--- config.mk ---
export PLATFORM = sky130hd
export DESIGN_NAME = tm_tape_head
export DESIGN_NICKNAME = d
export VERILOG_FILES = /design/src/rtl/tm_tape_head.sv
export SDC_FILE = /design/constraint.sdc
export NUM_CORES = 1
export LEC_CHECK = 0
export CORE_MARGIN = 1
export CORE_UTILIZATION = 29
export DETAILED_ROUTE_END_ITERATION = 16
export PLACE_DENSITY = 0.56
export SYNTH_ARGS = -nofsm -noshare
export SYNTH_HDL_FRONTEND = slang
export SYNTH_SLANG_ARGS = --single-unit
--- constraint.sdc ---
create_clock -name clk -period 1.88 [get_ports clk]
set_clock_uncertainty 0.15 [all_clocks]
set_input_delay 0.376 -clock clk [delete_from_list [all_inputs] [get_ports clk]]
set_output_delay 0.376 -clock clk [all_outputs]
set_load 0.05 [all_outputs]
--- src/rtl/tm_tape_head.sv ---
// Tape head controller for tm_tape_cache: takes one write/move command at a time,
// runs the cache write-port 4-phase handshake, then steps the head modulo the window.
module tm_tape_head #(
  parameter int CACHE_BITS = 3,
  parameter int TIMEOUT    = 15
) (
  input  logic                  clk,
  input  logic                  rst_n,
  input  logic                  cmd_valid_i,
  output logic                  cmd_ready_o,
  input  logic                  cmd_wr_i,
  input  logic [7:0]            cmd_sym_i,
  input  logic [1:0]            cmd_move_i,
  output logic [CACHE_BITS-1:0] head_o,
  output logic [CACHE_BITS-1:0] rd_addr_o,
  input  logic [7:0]            rd_data_i,
  output logic [7:0]            sym_o,
  output logic                  wr_en_o,
  output logic [CACHE_BITS-1:0] wr_addr_o,
  output logic [7:0]            wr_data_o,
  input  logic                  wr_done_i,
  output logic                  wrap_o,
  output logic                  wrap_left_o,
  output logic                  err_o
);

  localparam int                    TW       = $clog2(TIMEOUT + 1);
  localparam logic [CACHE_BITS-1:0] HEAD_MAX = '1;
  localparam logic [TW-1:0]         TMO_LAST = TW'(TIMEOUT - 1);

  typedef enum logic [1:0] {IDLE, REQ, REL, MOVE} state_t;

  state_t        state;
  logic [1:0]    move_q;
  logic [TW-1:0] timer;
  logic          ack_armed;
  logic          accept;

  assign cmd_ready_o = (state == IDLE);
  assign accept      = cmd_valid_i && cmd_ready_o;
  assign rd_addr_o   = head_o;
  assign sym_o       = rd_data_i;

  always_ff @(posedge clk or negedge rst_n) begin
    if (!rst_n) begin
      state       <= IDLE;
      head_o      <= '0;
      move_q      <= 2'b00;
      wr_en_o     <= 1'b0;
      wr_addr_o   <= '0;
      wr_data_o   <= 8'h00;
      wrap_o      <= 1'b0;
      wrap_left_o <= 1'b0;
      err_o       <= 1'b0;
      timer       <= '0;
      ack_armed   <= 1'b0;
    end else begin
      wrap_o <= 1'b0;
      case (state)
        IDLE: begin
          if (accept) begin
            move_q    <= cmd_move_i;
            wr_addr_o <= head_o;
            wr_data_o <= cmd_sym_i;
            timer     <= '0;
            ack_armed <= 1'b0;
            if (cmd_wr_i) begin
              state   <= REQ;
              wr_en_o <= 1'b1;
            end else begin
              state   <= MOVE;
            end
          end
        end
        REQ: begin
          // An ack already high on entry is stale: only honour it after seeing it low here.
          if (wr_done_i && ack_armed) begin
            state   <= REL;
            wr_en_o <= 1'b0;
            timer   <= '0;
          end else if (timer == TMO_LAST) begin
            state   <= IDLE;
            wr_en_o <= 1'b0;
            err_o   <= 1'b1;
            timer   <= '0;
          end else begin
            timer <= timer + 1'b1;
            if (!wr_done_i) ack_armed <= 1'b1;
          end
        end
        REL: begin
          if (!wr_done_i) begin
            state <= MOVE;
            timer <= '0;
          end else if (timer == TMO_LAST) begin
            state <= IDLE;
            err_o <= 1'b1;
            timer <= '0;
          end else begin
            timer <= timer + 1'b1;
          end
        end
        MOVE: begin
          state <= IDLE;
          case (move_q)
            2'b01: begin
              head_o <= head_o + 1'b1;
              if (head_o == HEAD_MAX) begin
                wrap_o      <= 1'b1;
                wrap_left_o <= 1'b0;
              end
            end
            2'b10: begin
              head_o <= head_o - 1'b1;
              if (head_o == '0) begin
                wrap_o      <= 1'b1;
                wrap_left_o <= 1'b1;
              end
            end
            default: ;
          endcase
        end
        default: state <= IDLE;
      endcase
    end
  end

endmodule

# --- After elaboration in Yosys (flattened, before gate mapping) ---
# Cells that the tools add are included.
totals:
  ff_bits: 27
  latchBits: 0
  ram_bits: 0
  mem_bits_ro: 0
  inputBits: 23
  out_inout_bits: 30
  word_cells: 78
  memories: 0
op_classes:
  add_sub_neg: 3
  mul: 0
  div_mod_pow: 0
  order_cmp: 0
  n_eq_ne: 16
  n_shift: 0
  mux: 33
  n_bitwise: 0
  n_reduce_logical: 15
ops:
  columns: ["op", "count"]
  rows:
  - ["$mux 1", 16]
  - ["$mux 4", 4]
  - ["$ne 2x2->1 const B", 6]
  - ["$pmux 4 s3", 1]
  - ["$mux 2", 5]
  - ["$pmux 1 s2", 5]
  - ["$pmux 2 s4", 1]
  - ["$reduce_and 4->1", 2]
  - ["$eq 2x2->1 const B", 3]
  - ["$pmux 3 s2", 1]
  - ["$reduce_and 2->1", 3]
  - ["$reduce_bool 2->1", 3]
  - ["$reduce_and 5->1", 1]
  - ["$add 4x1->4 const B", 1]
  - ["$eq 2x1->1 const B", 2]
  - ["$eq 4x4->1 const B", 1]
  - ["$ne 2x1->1 const B", 2]
  - ["$add 3x1->3 const B", 1]
  - ["$eq 3x3->1 const B", 1]
  - ["$logic_not 3->1", 1]
  - ["$ne 3x3->1 const B", 1]
  - ["$reduce_and 3->1", 1]
  - ["$reduce_bool 3->1", 1]
  - ["$sub 3x1->3 const B", 1]
  - ["2 further kinds", 3]

# --- Longest topological paths before layout ---
logic_depth:
  depth_word: 4
  ltp_mapped: 7
  mapped_depth_nobuf: 7

# --- Worst setup path before layout ---
# Ideal clock, no wire load.
synth_path:
  kind: "register to register"
  startpoint: "register state[0]"
  endpoint: "register wr_addr_o[2]"
  setup_ns: 0.125
  arrival_time_ns: 1.860
  t_required_ns: 1.605
  path_slack_ns: -0.254
  stages_incl_launch_ff: 6
  n_path_buf: 1
  synth_period_minus_slack_ns: 2.134
  path_cell_list: "dfrtp_1 -> inv_1 -> ha_1 -> nand2_1 -> clkbuf_1 -> mux2_2"
synth_via:
  elab_chain_cells: 3
synth_lines:
  columns: ["item", "line_no", "rtl"]
  rows:
  - ["start, declared", "33", "state_t state;"]
  - ["start signal, assigned", "46", "state <= IDLE;"]
  - ["start signal, assigned", "68", "state <= REQ;"]
  - ["start signal, assigned", "71", "state <= MOVE;"]
  - ["$logic_not 2->1 *", "39", "assign cmd_ready_o = (state == IDLE);"]
  - ["via cmd_ready_o", "10", "output logic cmd_ready_o,"]
  - ["$logic_and 1x1->1", "40", "assign accept = cmd_valid_i && cmd_ready_o;"]
  - ["$reduce_and 2->1 (no line) *", null, null]
  - ["end signal, assigned", "63", "wr_addr_o <= head_o;"]
  - ["end, declared", "19", "output logic [CACHE_BITS-1:0] wr_addr_o,"]
# The timed path passes the listed nets; every way through them passes the cells marked *.
# A chain may end at the register's enable or synchronous reset.

# --- Worst setup path after layout ---
layout_path:
  startpoint: "register state[1]"
  endpoint: "register timer[3]"
layout_via:
  elab_chain_cells: 4
  elab_cells_between_ends: 8
layout_lines:
  columns: ["item", "line_no", "rtl"]
  rows:
  - ["$logic_not 2->1", "39, 59", null]
  - ["$logic_and 1x1->1", "40", null]
  - ["$ne 2x1->1 (no line)", null, null]
  - ["$reduce_and 2->1 (no line)", null, null]
  - ["end signal, assigned", "87", "timer <= timer + 1'b1;"]
  - ["end signal, assigned", "100", "timer <= timer + 1'b1;"]
  - ["end, declared", "35", "logic [TW-1:0] timer;"]
# Parallel ways exist; a longest one is shown, timed or not.

==> key figures <==
Detailed routing
  – Antenna viol nets, final: 0
  – Iteration-0 DRC Markers: 50
  – Via count: 1056
  – Total wire length: 2.84 mm
  – Routed length per instance: 12.0 um
  – Drt via density: around 4.5
  – Initial DRT Pass Iterations: 4
  – Drc violations: 0

CTS
  – CTS tree: yes
  – CTS Root Cell: clkbuf_8
  – H-tree depth: 1
  – Max Root-Sink Buffers: 2
  – # hold bufs at CTS: 0
  – Clock transition at the registers of the reported paths: approximately 0.10 ns
  – Num CTS Buffers: 3
  – Worst-Skew Late Latency: 0.27 ns
  – Clk sink count: 27
  – # Post-CTS Setup Buffers: 0

Power and ir drop
  – Switching power: about 0.0018 W
  – Combinational share of power: 63.7%
  – Power share of the clock group: roughly 8.7%
  – Cell internal pwr: 0.00199 W
  – Seq pwr share: between 20 and 30%
  – Power per standard cell area: 1910 nW/um^2
  – Sw Ratio: around 47%
  – Design Power: 0.00376 W
  – Peak supply drop: ~0.00086 V
  – LEAKAGE: 0.911 nW

Setup path
  – Buf/Inv on CP: 1
  – CP required: 1.92 ns
  – Slowest-stage cell, CP: or4_1
  – Crit-path max cell delay: 0.47 ns
  – CP Cell Sequence: inv_1 > ha_2 > a21boi_4 > o211ai_4 > or4_1 > o211ai_1
  – CP Class: flop to flop
  – Critical Path Sink Type: flop
  – Worst-path fanout max: 4
  – Critical path arrival: 1.86 ns
  – Startpoint types: flop
  – CP delay by family, top: simple AND/OR/NAND/NOR gates

Global routing
  – Grt ovf: 0
  – First-pass GRT wire length: 4.77 mm
  – Pin count of the biggest net entering global routing: 28
  – Vias in the first global route: 1065
  – Initial antenna violation count: 0
  – Gr usage total: between 10% and 20%

STA
  – Tcrit/Tclk final: 96.6%
  – Relative slew slack: between 70% and 80%
  – Least-Margin Pin Slew: between 0.3 and 0.4 ns
  – Min Tclk post-route: about 1.8 ns
  – Hold WS: approximately 0.32 ns
  – Count of final hold-check violations: 0
  – F_max: 550 MHz
  – Final WS setup: roughly 0.063 ns
  – Unrepaired setup endpoints after global routing: false
  – Final max-slew violation count: 0
  – Final setup viols: 0

Synth
  – FF+latch count, synth: 27
  – Synth area leaders: dfrtp_1, mux2_2, ha_1
  – Mapped Area: 1460 um^2
  – EDFF count, synth: 0
  – Sequential share of the synthesized area: 46.4%
  – Avg Cell Area, Syn: 10.9 um^2
  – Gate count after technology mapping: 134
  – Synth Flop Type: dfrtp_1
  – Post-synth net total: 167
  – Ys async rst share: 100%
  – Top-area cell type share of the netlist area: approximately 46%
  – Area leader, netlist: dfrtp_1
  – Unique masters post-synth: 35
  – Synthesis warning total: 0

Placed design
  – GP Congestion: approximately 0.8
  – Port Buffers: 36
  – Pre-CTS setup slack: -0.124 ns
  – HPWL Detailed: 2.23 mm
  – Post-Place Cell Area: 1920 um^2

Final layout
  – Number of diodes: 0
  – P&R area growth vs syn: 35.2%
  – Final Cell Area: 1970 um^2
  – Number of nets in the layout: 204
  – Layout cells sized above 1: about a third

Min path
  – HP Class: primary input to asynchronous set/reset pin

Run status
  – Status: completed

Floorplanning
  – Core ar.: roughly 4800 um^2
  – Die ar.: 5310 um^2
  – Height of the die: 72.9 um
  – Core Rows: 25
  – # IOs: 53
  – Die width: 72.9 um
  – Initial Utilization: 30.5%

Flow run
  – Total of max-cap violations: 0
==> timing repair <==
| item | 4_1_cts | 5_1_grt |
|---|---|---|
| resized for setup | 1 | 3 |
| pin swaps | 0 | 0 |
| setup endpoints to repair | 1 | 2 |
==> metal layers <==
layer | vias to the layer above | global-route usage, % | wire, um
met4 | 0 | 3.05 | 10
met2 | 30 | 20.8 | 1500
met1 | 507 | 13.5 | 1190
li1 | 515 | - | -
met5 | - | 0 | 0
met3 | 4 | 2.62 | 140
==> cells in the mapped netlist (2+ instances only) <==
| cell | instances |
|---|---|
| a21o_1 | 3 |
| a21oi_1 | 3 |
| a22o_1 | 2 |
| a31oi_1 | 3 |
| buf_4 | 11 |
| clkbuf_1 | 2 |
| dfrtp_1 | 27 |
| ha_1 | 9 |
| inv_1 | 11 |
| mux2_2 | 11 |
| mux2i_1 | 2 |
| nand2_1 | 13 |
| nand2b_1 | 2 |
| nor2_1 | 5 |
| nor3_1 | 2 |
| o211ai_1 | 3 |
| o21ai_0 | 6 |
| xor2_1 | 2 |
==> state kept, by name, indices dropped and copies added, names as in the netlist <==
| name | count |
|---|---|
| ack_armed | 1 |
| err_o | 1 |
| head_o | 3 |
| move_q | 2 |
| state | 2 |
| timer | 4 |
| wr_addr_o | 3 |
| wr_data_o | 8 |
| wr_en_o | 1 |
| wrap_left_o | 1 |
| wrap_o | 1 |
==> logic make-up (layout without fill, tap and decap cells) <==
group	count (synthesis)	after routing	share of synthesized area (%)
compound gates	26	26	13.5
xor+xnor	3	3	1.80
fa+ha+maj	10	10	9.10
buf+inv	25	61	9.36
flops	27	27	46.4
mux	13	13	9.87
simple gates	30	30	10.0
==> final timing paths <==
check                      slack, ns  depth (start not counted)   endpoint     start
min reg2reg                     0.32                          1      err_o     err_o
max reg2reg                     0.06                          6   timer[3]  state[1]
min in group clk                0.32                          1      err_o     err_o
min                             0.32                          2   state[0]     rst_n
max in group asynchronous       0.96                          2  head_o[0]     rst_n
max                             0.06                          6   timer[3]  state[1]
==> cell type report <==
class	count	area [um^2]
multi-input combinational	82	666
clock inverter	1	5.00
clock buffer	3	41.3
timing repair buffer	46	455
tap	67	83.8
fill	467	2820
inverter	11	41.3
sequential	27	678
==> placed cells by master, fill, tap and decap left out, types with 2 or more instances in the layout <==
| master | instances |
|---|---|
| clkbuf_8 | 3 |
| buf_4 | 26 |
| o21ai_0 | 6 |
| buf_12 | 6 |
| ha_2 | 3 |
| mux2i_1 | 2 |
| nor3_1 | 2 |
| inv_1 | 10 |
| nand2b_1 | 2 |
| a31oi_1 | 3 |
| o211ai_1 | 3 |
| a21o_1 | 3 |
| dfrtp_2 | 2 |
| ha_1 | 5 |
| dfrtp_1 | 25 |
| a22o_1 | 2 |
| nand2_1 | 13 |
| xor2_1 | 2 |
| nor2_1 | 5 |
| mux2_2 | 11 |
| a21oi_1 | 3 |
| clkdlybuf4s50_1 | 14 |
==> power by group through the flow <==
stage / registers, W / logic, W / clock network (W)
2_1_floorplan: 0.00159 / 0.00109 / 0
3_3_place_gp: 0.00103 / 0.00236 / 0
3_5_place_dp: 0.00105 / 0.00241 / 0
4_1_cts: 0.00104 / 0.00241 / 0.000349
5_1_grt: 0.00107 / 0.00256 / 0.000370
6_report: 0.00104 / 0.00239 / 0.000329
==> per-stage QoR <==
| stage | setup TNS (ns) | instances | util (%) |
|---|---|---|---|
| final | 0 | 237 | 41.2 |
| after global routing | 0 | 237 | 41.2 |
| after CTS | 0 | 237 | 41.0 |
| after detailed placement | -0.136 | 233 | 40.1 |
| after global placement | -0.0838 | 233 | 40.1 |
| after floorplan | 0 | 134 | - |
Note: power is estimated with default switching activity, not from simulation.
